--- src/rtl/shoot_target_selector.sv ---
// -----------------------------------------------------------------------------
// shoot_target_selector
//
// N-player shoot-target selector. The current shooter arms a target with a
// select key, may retarget or cancel, and fires with the trigger. A fired
// shot is presented as a registered record (target index, self-shot flag)
// that is held until the round controller acknowledges it. While armed, the
// chosen target's highlight LED blinks. An optional arm timeout disarms the
// selector after ARM_TIMEOUT quiet cycles.
//
// Build option:
//   SHOOT_BLINK_EN  - when defined, the blink phase comes from an internal
//                     BLINK_DIV-bit counter restarted on every arming, so the
//                     LED is lit in the first half-period after arming. When
//                     undefined, the blink phase is taken from i_sparkle.
//
// Ports:
//   i_clk          clock
//   i_rst_n        asynchronous active-low reset
//   i_shooter      index of the player whose turn it is
//   i_sel          one-hot-ish target select request, lowest set bit wins
//   i_trigger      fire request (acts only while armed)
//   i_cancel       disarm request (acts only while armed, beats trigger)
//   i_sparkle      external blink phase (unused with SHOOT_BLINK_EN)
//   i_shot_ack     consumer accepts the shot record
//   o_hilite       blinking highlight of the armed target
//   o_armed        high while armed
//   o_shot_valid   shot record valid
//   o_shot_target  target of the shot
//   o_shot_self    shot target equals the shooter at trigger time
//   o_timeout      one-cycle pulse when the armed state expires
// -----------------------------------------------------------------------------
module shoot_target_selector #(
    parameter int N_PLAYERS   = 4,
    parameter int IDX_W       = 2,
    parameter int ARM_TIMEOUT = 0,
    parameter int BLINK_DIV   = 24
) (
    input  logic                 i_clk,
    input  logic                 i_rst_n,
    input  logic [IDX_W-1:0]     i_shooter,
    input  logic [N_PLAYERS-1:0] i_sel,
    input  logic                 i_trigger,
    input  logic                 i_cancel,
    input  logic                 i_sparkle,
    input  logic                 i_shot_ack,
    output logic [N_PLAYERS-1:0] o_hilite,
    output logic                 o_armed,
    output logic                 o_shot_valid,
    output logic [IDX_W-1:0]     o_shot_target,
    output logic                 o_shot_self,
    output logic                 o_timeout
);

    // Timer only needs to reach ARM_TIMEOUT-1; keep at least one bit so the
    // timeout-disabled build still has a legal vector.
    localparam int TMR_W = (ARM_TIMEOUT > 0) ? $clog2(ARM_TIMEOUT + 1) : 1;

    typedef enum logic [1:0] {
        ST_IDLE  = 2'd0,
        ST_ARMED = 2'd1,
        ST_FIRE  = 2'd2
    } state_t;

    state_t             state_reg;
    logic [IDX_W-1:0]   target_reg;
    logic [TMR_W-1:0]   timer_reg;
    logic [IDX_W-1:0]   shot_target_reg;
    logic               shot_self_reg;
    logic               timeout_reg;

    logic               sel_hit;
    logic [IDX_W-1:0]   sel_idx;
    logic               timer_expired;
    logic               arm_entry;
    logic               blink;

    // Lowest set bit wins: scan from the top so lower indices overwrite.
    always_comb begin
        sel_idx = '0;
        for (int k = N_PLAYERS - 1; k >= 0; k--) begin
            if (i_sel[k]) begin
                sel_idx = IDX_W'(k);
            end
        end
    end

    assign sel_hit   = |i_sel;
    assign arm_entry = (state_reg == ST_IDLE) && sel_hit;

    generate
        if (ARM_TIMEOUT != 0) begin : g_timeout
            assign timer_expired = (timer_reg == TMR_W'(ARM_TIMEOUT - 1));
        end else begin : g_no_timeout
            assign timer_expired = 1'b0;
        end
    endgenerate

    always_ff @(posedge i_clk or negedge i_rst_n) begin
        if (!i_rst_n) begin
            state_reg       <= ST_IDLE;
            target_reg      <= '0;
            timer_reg       <= '0;
            shot_target_reg <= '0;
            shot_self_reg   <= 1'b0;
            timeout_reg     <= 1'b0;
        end else begin
            timeout_reg <= 1'b0;
            case (state_reg)
                ST_IDLE: begin
                    if (sel_hit) begin
                        state_reg  <= ST_ARMED;
                        target_reg <= sel_idx;
                        timer_reg  <= '0;
                    end
                end
                ST_ARMED: begin
                    if (i_cancel) begin
                        state_reg <= ST_IDLE;
                    end else if (i_trigger) begin
                        // Shooter is sampled only here; later changes do not
                        // affect the held record.
                        state_reg       <= ST_FIRE;
                        shot_target_reg <= target_reg;
                        shot_self_reg   <= (target_reg == i_shooter);
                    end else if (timer_expired) begin
                        state_reg   <= ST_IDLE;
                        timeout_reg <= 1'b1;
                    end else if (sel_hit) begin
                        target_reg <= sel_idx;
                        timer_reg  <= '0;
                    end else if (ARM_TIMEOUT != 0) begin
                        // Never wraps: expiry fires at ARM_TIMEOUT-1.
                        timer_reg <= timer_reg + TMR_W'(1);
                    end
                end
                ST_FIRE: begin
                    if (i_shot_ack) begin
                        state_reg <= ST_IDLE;
                    end
                end
                default: begin
                    state_reg <= ST_IDLE;
                end
            endcase
        end
    end

`ifdef SHOOT_BLINK_EN
    logic [BLINK_DIV-1:0] blink_cnt_reg;
    logic                 unused_sparkle;

    assign unused_sparkle = i_sparkle;

    always_ff @(posedge i_clk or negedge i_rst_n) begin
        if (!i_rst_n) begin
            blink_cnt_reg <= '0;
        end else if (arm_entry) begin
            blink_cnt_reg <= '0;
        end else begin
            blink_cnt_reg <= blink_cnt_reg + BLINK_DIV'(1);
        end
    end

    // Lit during the first half-period after arming.
    assign blink = ~blink_cnt_reg[BLINK_DIV-1];
`else
    logic unused_arm_entry;

    assign unused_arm_entry = arm_entry;
    assign blink            = i_sparkle;
`endif

    assign o_armed       = (state_reg == ST_ARMED);
    assign o_shot_valid  = (state_reg == ST_FIRE);
    assign o_shot_target = shot_target_reg;
    assign o_shot_self   = shot_self_reg;
    assign o_timeout     = timeout_reg;

    generate
        for (genvar gi = 0; gi < N_PLAYERS; gi++) begin : g_hilite
            assign o_hilite[gi] = o_armed & (target_reg == IDX_W'(gi)) & blink;
        end
    endgenerate

endmodule

--- config.mk ---
export PLATFORM = sky130hd
export DESIGN_NAME = shoot_target_selector
export DESIGN_NICKNAME = d
export VERILOG_FILES = /design/src/rtl/shoot_target_selector.sv
export SDC_FILE = /design/constraint.sdc
export NUM_CORES = 1
export LEC_CHECK = 0
export ABC_AREA = 0
export ABC_CLOCK_PERIOD_IN_PS = 1600
export CORE_AREA = 5 5 42 44
export DETAILED_ROUTE_END_ITERATION = 10
export DIE_AREA = 0 0 47 49
export PLACE_DENSITY_LB_ADDON = 0.12
export SLEW_MARGIN = 20
export SYNTH_ARGS = -nofsm -noshare
export SYNTH_HDL_FRONTEND = slang
export SYNTH_SLANG_ARGS = --single-unit
--- constraint.sdc ---
create_clock -name i_clk -period 1.6 [get_ports i_clk]
set_input_delay 0.4 -clock i_clk [delete_from_list [all_inputs] [get_ports i_clk]]
set_output_delay 0.4 -clock i_clk [all_outputs]
set_load 0.01 [all_outputs]
# [Word level (Yosys, flattened, before mapping)]
# Cells that the tools add are included.
[totals] in_bits=12 output_inout_bits=10 reg_bits=7
[classes] bitwise_logic=9 n_reduce_logical=7 mux=13 eq_ne=11
[op_table] operator="2-bit 2-to-1 mux" n=11
[op_table] operator="3-bit AND reduction" n=3
[op_table] operator="1-bit AND" n=8
[op_table] operator="2-bit inequality test (second input constant)" n=4
[op_table] operator="2-bit equality test (second input constant)" n=3
[op_table] operator="2-bit one-hot mux with 3 select lines" n=1
[op_table] operator="2-bit by 1-bit equality test with 1-bit output (second input constant)" n=2
[op_table] operator="2-bit zero test" n=2
[op_table] operator="2-bit one-hot mux with 2 select lines" n=1
[op_table] operator="4-bit OR reduction" n=1
[op_table] operator="3-bit inequality test (second input constant)" n=1
[op_table] operator="2-bit equality test" n=1
[op_table] operator="2-bit nonzero test" n=1
[op_table] operator="1-bit NOT" n=1

# [Logic depth before layout (Yosys ltp)]
[depth] word_depth=8 ltp_mapped=4 ltp_nobuf=3

# [Least setup slack after synthesis]
# No wires, ideal clock.
[synth_timing] kind="reg2out" startpoint="register state_reg[1]" endpoint="output o_hilite[0]" t_required_ns=1.200 path_buffers=0 arrival_time_ns=0.947 path_stages_with_launch=3 path_slack_ns=0.253 path_cell_list="dfrtp_1 and3b_1 nor3b_1"
[synth_between] elab_chain_cells=3
[synth_lines] element="start: declaration" line="65" rtl="state_t state_reg;"
[synth_lines] element="start signal: assignment" line="101" rtl="state_reg <= ST_IDLE;"
[synth_lines] element="start signal: assignment" line="112" rtl="state_reg <= ST_ARMED;"
[synth_lines] element="start signal: assignment" line="119" rtl="state_reg <= ST_IDLE;"
[synth_lines] element="2-bit by 1-bit equality test with 1-bit output"
[synth_lines] element="1-bit AND (2 in series)" line="182" rtl="assign o_hilite[gi] = o_armed & (target_reg == IDX_W'(gi)) & blink;"
[synth_lines] element="end: declaration" line="47" rtl="output logic [N_PLAYERS-1:0] o_hilite,"
# No other way between the ends.

# [Worst setup path in the final report]
# Same ends and word-level chain as after synthesis.

==> results.json <==
{
  "fin_crit_sh_pct": 99.5,
  "ctsLongestPathBuffers": 2,
  "report.final.setup_viol": 0,
  "status": "finished, final reports clean",
  "die_h_um": 49,
  "cp_slowest_stage_delay_ns": 0.37,
  "hold_viol": 0,
  "drc": 0,
  "cts.sinks": 7,
  "synth_seq_cells": 7,
  "rows": 14,
  "ys_seq_area_share_pct": 45.3,
  "initial_core_util_pct": 27.6,
  "hpwl_um": 751,
  "cap_violations": 0,
  "setup_tns_ns": 0,
  "num_vias": 383,
  "finalMaxSlewViolations": 0,
  "dieWidth_um": 47,
  "dp_cells": 79,
  "design.core.area_um2": 1400,
  "drive_above_1_share_pct": 35.8,
  "io_buffers": 20,
  "clkTransAtPathRegs_ns": 0.06,
  "antenna_found_initial": 0,
  "nets": 80,
  "track_usage_pct": 9.35,
  "wl_met2_um": 416,
  "insertion_delay_ns": 0.25,
  "grt_setup_unrepaired": "yes",
  "yosysTopAreaCell": "dfrtp_1",
  "firstDrtPassIters": 2,
  "via_per_inst": 4.61,
  "synth_area_um2": 387,
  "crit_buf_inv": 1,
  "wl_met1_um": 378,
  "cts_buffers": 3,
  "criticalPathCategory": "reg2out",
  "dr_wl_met3_um": 125,
  "area_growth_pct": 70.2,
  "fin_cells": 83,
  "drt-total-wl_um": 921,
  "cp_top_family": "simple AND/OR/NAND/NOR gates",
  "synth_area_per_cell_um2": 9.91,
  "hold_path_class": "in2async",
  "clockRootBuffer": "clkbuf_4",
  "power_leakage_nw": 0.300,
  "critPathSlowestCell": "dfrtp_1",
  "cp_max_fo": 4,
  "final_cell_area_um2": 658,
  "power.density_nw_per_um2": 1510,
  "drt_iter0_markers": 1,
  "timing.fmax_mhz": 628,
  "synth_top_area_share_pct": 45.3,
  "ant_nets": 0,
  "critPathArrivalTime_ns": 1.19,
  "fin_crit_ns": 1.59,
  "overflow": 0,
  "htreeDepth": 1,
  "die-area_um2": 2300,
  "start_kind": "register",
  "cts_post_setup_buffers_inserted": 0,
  "required_ns": 1.20,
  "dpl_cell_area_um2": 639,
  "synth_cells": 39,
  "grt_pass1_wl_mm": 1.50,
  "crit_chain": "and3b_2 > nor3b_2 > buf_2",
  "end_kind": "primary output",
  "max-vdd-ir-drop_uv": 594,
  "gp_congestion": 0.670,
  "grt_max_degree": 8,
  "n_antenna_cell": 0,
  "top_layer_used": "met3",
  "grt_pass1_vias": 346,
  "yosysUniqueCellTypes": 23,
  "synth_nets": 51,
  "avgRoutedWirePerCell_um": 11.1,
  "ys_warn_count": 0,
  "cts_tree": "built",
  "ios": 22,
  "synth_area_leaders": "dfrtp_1, mux2_2, xor2_1, nor2_1, o31ai_1",
  "fin_skew_ns": 0.00817
}
[final timing paths]
kind / start / to / slack [ns] / cells after the start
min: i_rst_n / o_shot_target[0]$_DFFE_PN0P_ / 0.41 / 1
max in group asynchronous: i_rst_n / target_reg[0]$_DFFE_PN0P_ / 0.94 / 1
min reg2reg: o_shot_self$_DFFE_PN0P_ / o_shot_self$_DFFE_PN0P_ / 0.48 / 2
max reg2reg: state_reg[1]$_DFFE_PN0P_ / o_shot_target[0]$_DFFE_PN0P_ / 0.33 / 3
min in group i_clk: o_shot_self$_DFFE_PN0P_ / o_shot_self$_DFFE_PN0P_ / 0.48 / 2
max: state_reg[1]$_DFFE_PN0P_ / o_hilite[0] / 0.009 / 3
[cell type report]
type | instances | area [µm²]
Inverter | 1 | 3.75
Fill cell | 157 | 743
Multi-Input combinational cell | 29 | 206
Clock buffer | 3 | 22.5
Tap cell | 16 | 20.0
Timing Repair Buffer | 26 | 225
Clock inverter | 1 | 5.00
Sequential cell | 7 | 175
[metrics by stage]
step / setup WS (ns) / hold WS, ns / total power, mW / util [%]
final: 0.00868 / 0.407 / 0.995 / 47.0
after global routing: -0.0839 / 0.416 / 1.08 / 47.0
after CTS: 0.000633 / 0.411 / 1.01 / 47.1
after detailed placement: -0.626 / 0.468 / 0.856 / 45.6
after global placement: -0.628 / 0.462 / 0.851 / 45.6
after floorplan: 0.253 / 0.104 / 0.562 / -
[placed cells by master (no fill, tap or decap), drive strengths merged, types with 2 or more instances in the layout]
cell           netlist  routed
or2                  2       2
dfrtp                7       7
nor2                 4       4
clkdlybuf4s50        0      13
xor2                 2       2
a31oi                2       2
o31ai                2       2
mux2                 2       2
clkbuf               0       4
buf                  2      10
nand2                3       3
[layer usage]
| layer | GRT usage [%] | up-vias |
|---|---|---|
| met3 | 4.43 | 0 |
| li1 | - | 197 |
| met2 | 12.4 | 19 |
| met5 | 0 | - |
| met1 | 11.9 | 167 |
| met4 | 5.53 | 0 |
[Yosys cell counts]
| cell | instances |
|---|---|
| nand3_1 | 1 |
| mux2_2 | 2 |
| and2_1 | 1 |
| or2_2 | 2 |
| and3b_1 | 1 |
| a21oi_1 | 1 |
| and3_1 | 1 |
| nor3b_1 | 1 |
| o31a_1 | 1 |
| nand4bb_1 | 1 |
| conb_1 | 1 |
| buf_4 | 1 |
| o21ai_2 | 1 |
| nor2b_1 | 1 |
| o221a_2 | 1 |
| buf_2 | 1 |
| nand2_1 | 3 |
| xor2_1 | 2 |
| dfrtp_1 | 7 |
| o31ai_1 | 2 |
| nor2_1 | 4 |
| inv_1 | 1 |
| a31oi_1 | 2 |
[what timing repair did]
action,in CTS,in global routing
pin swaps,1,0
resized for setup,23,3
hold buffers,0,0
hold endpoints to repair,0,0
endpoints found under the setup margin,6,6
[report_power, final]
group          internal [mW]  switching, mW  leakage (nW)
Clock                 0.0915         0.0694        0.0177
Combinational          0.306          0.205         0.195
Sequential             0.255         0.0679        0.0873
[kinds of logic (layout without fill, tap and decap cells)]
family | Yosys count | in the layout | share of synthesized area, %
flip-flops | 7 | 7 | 45.3
AO/OA/AOI/OAI | 8 | 8 | 15.9
multiplexers | 2 | 2 | 5.82
buffers and inverters | 3 | 31 | 4.21
AND/OR/NAND/NOR | 16 | 16 | 23.3
XOR/XNOR | 2 | 2 | 4.53
other | 1 | 1 | 0.970
(Power assumes the default switching activity.)
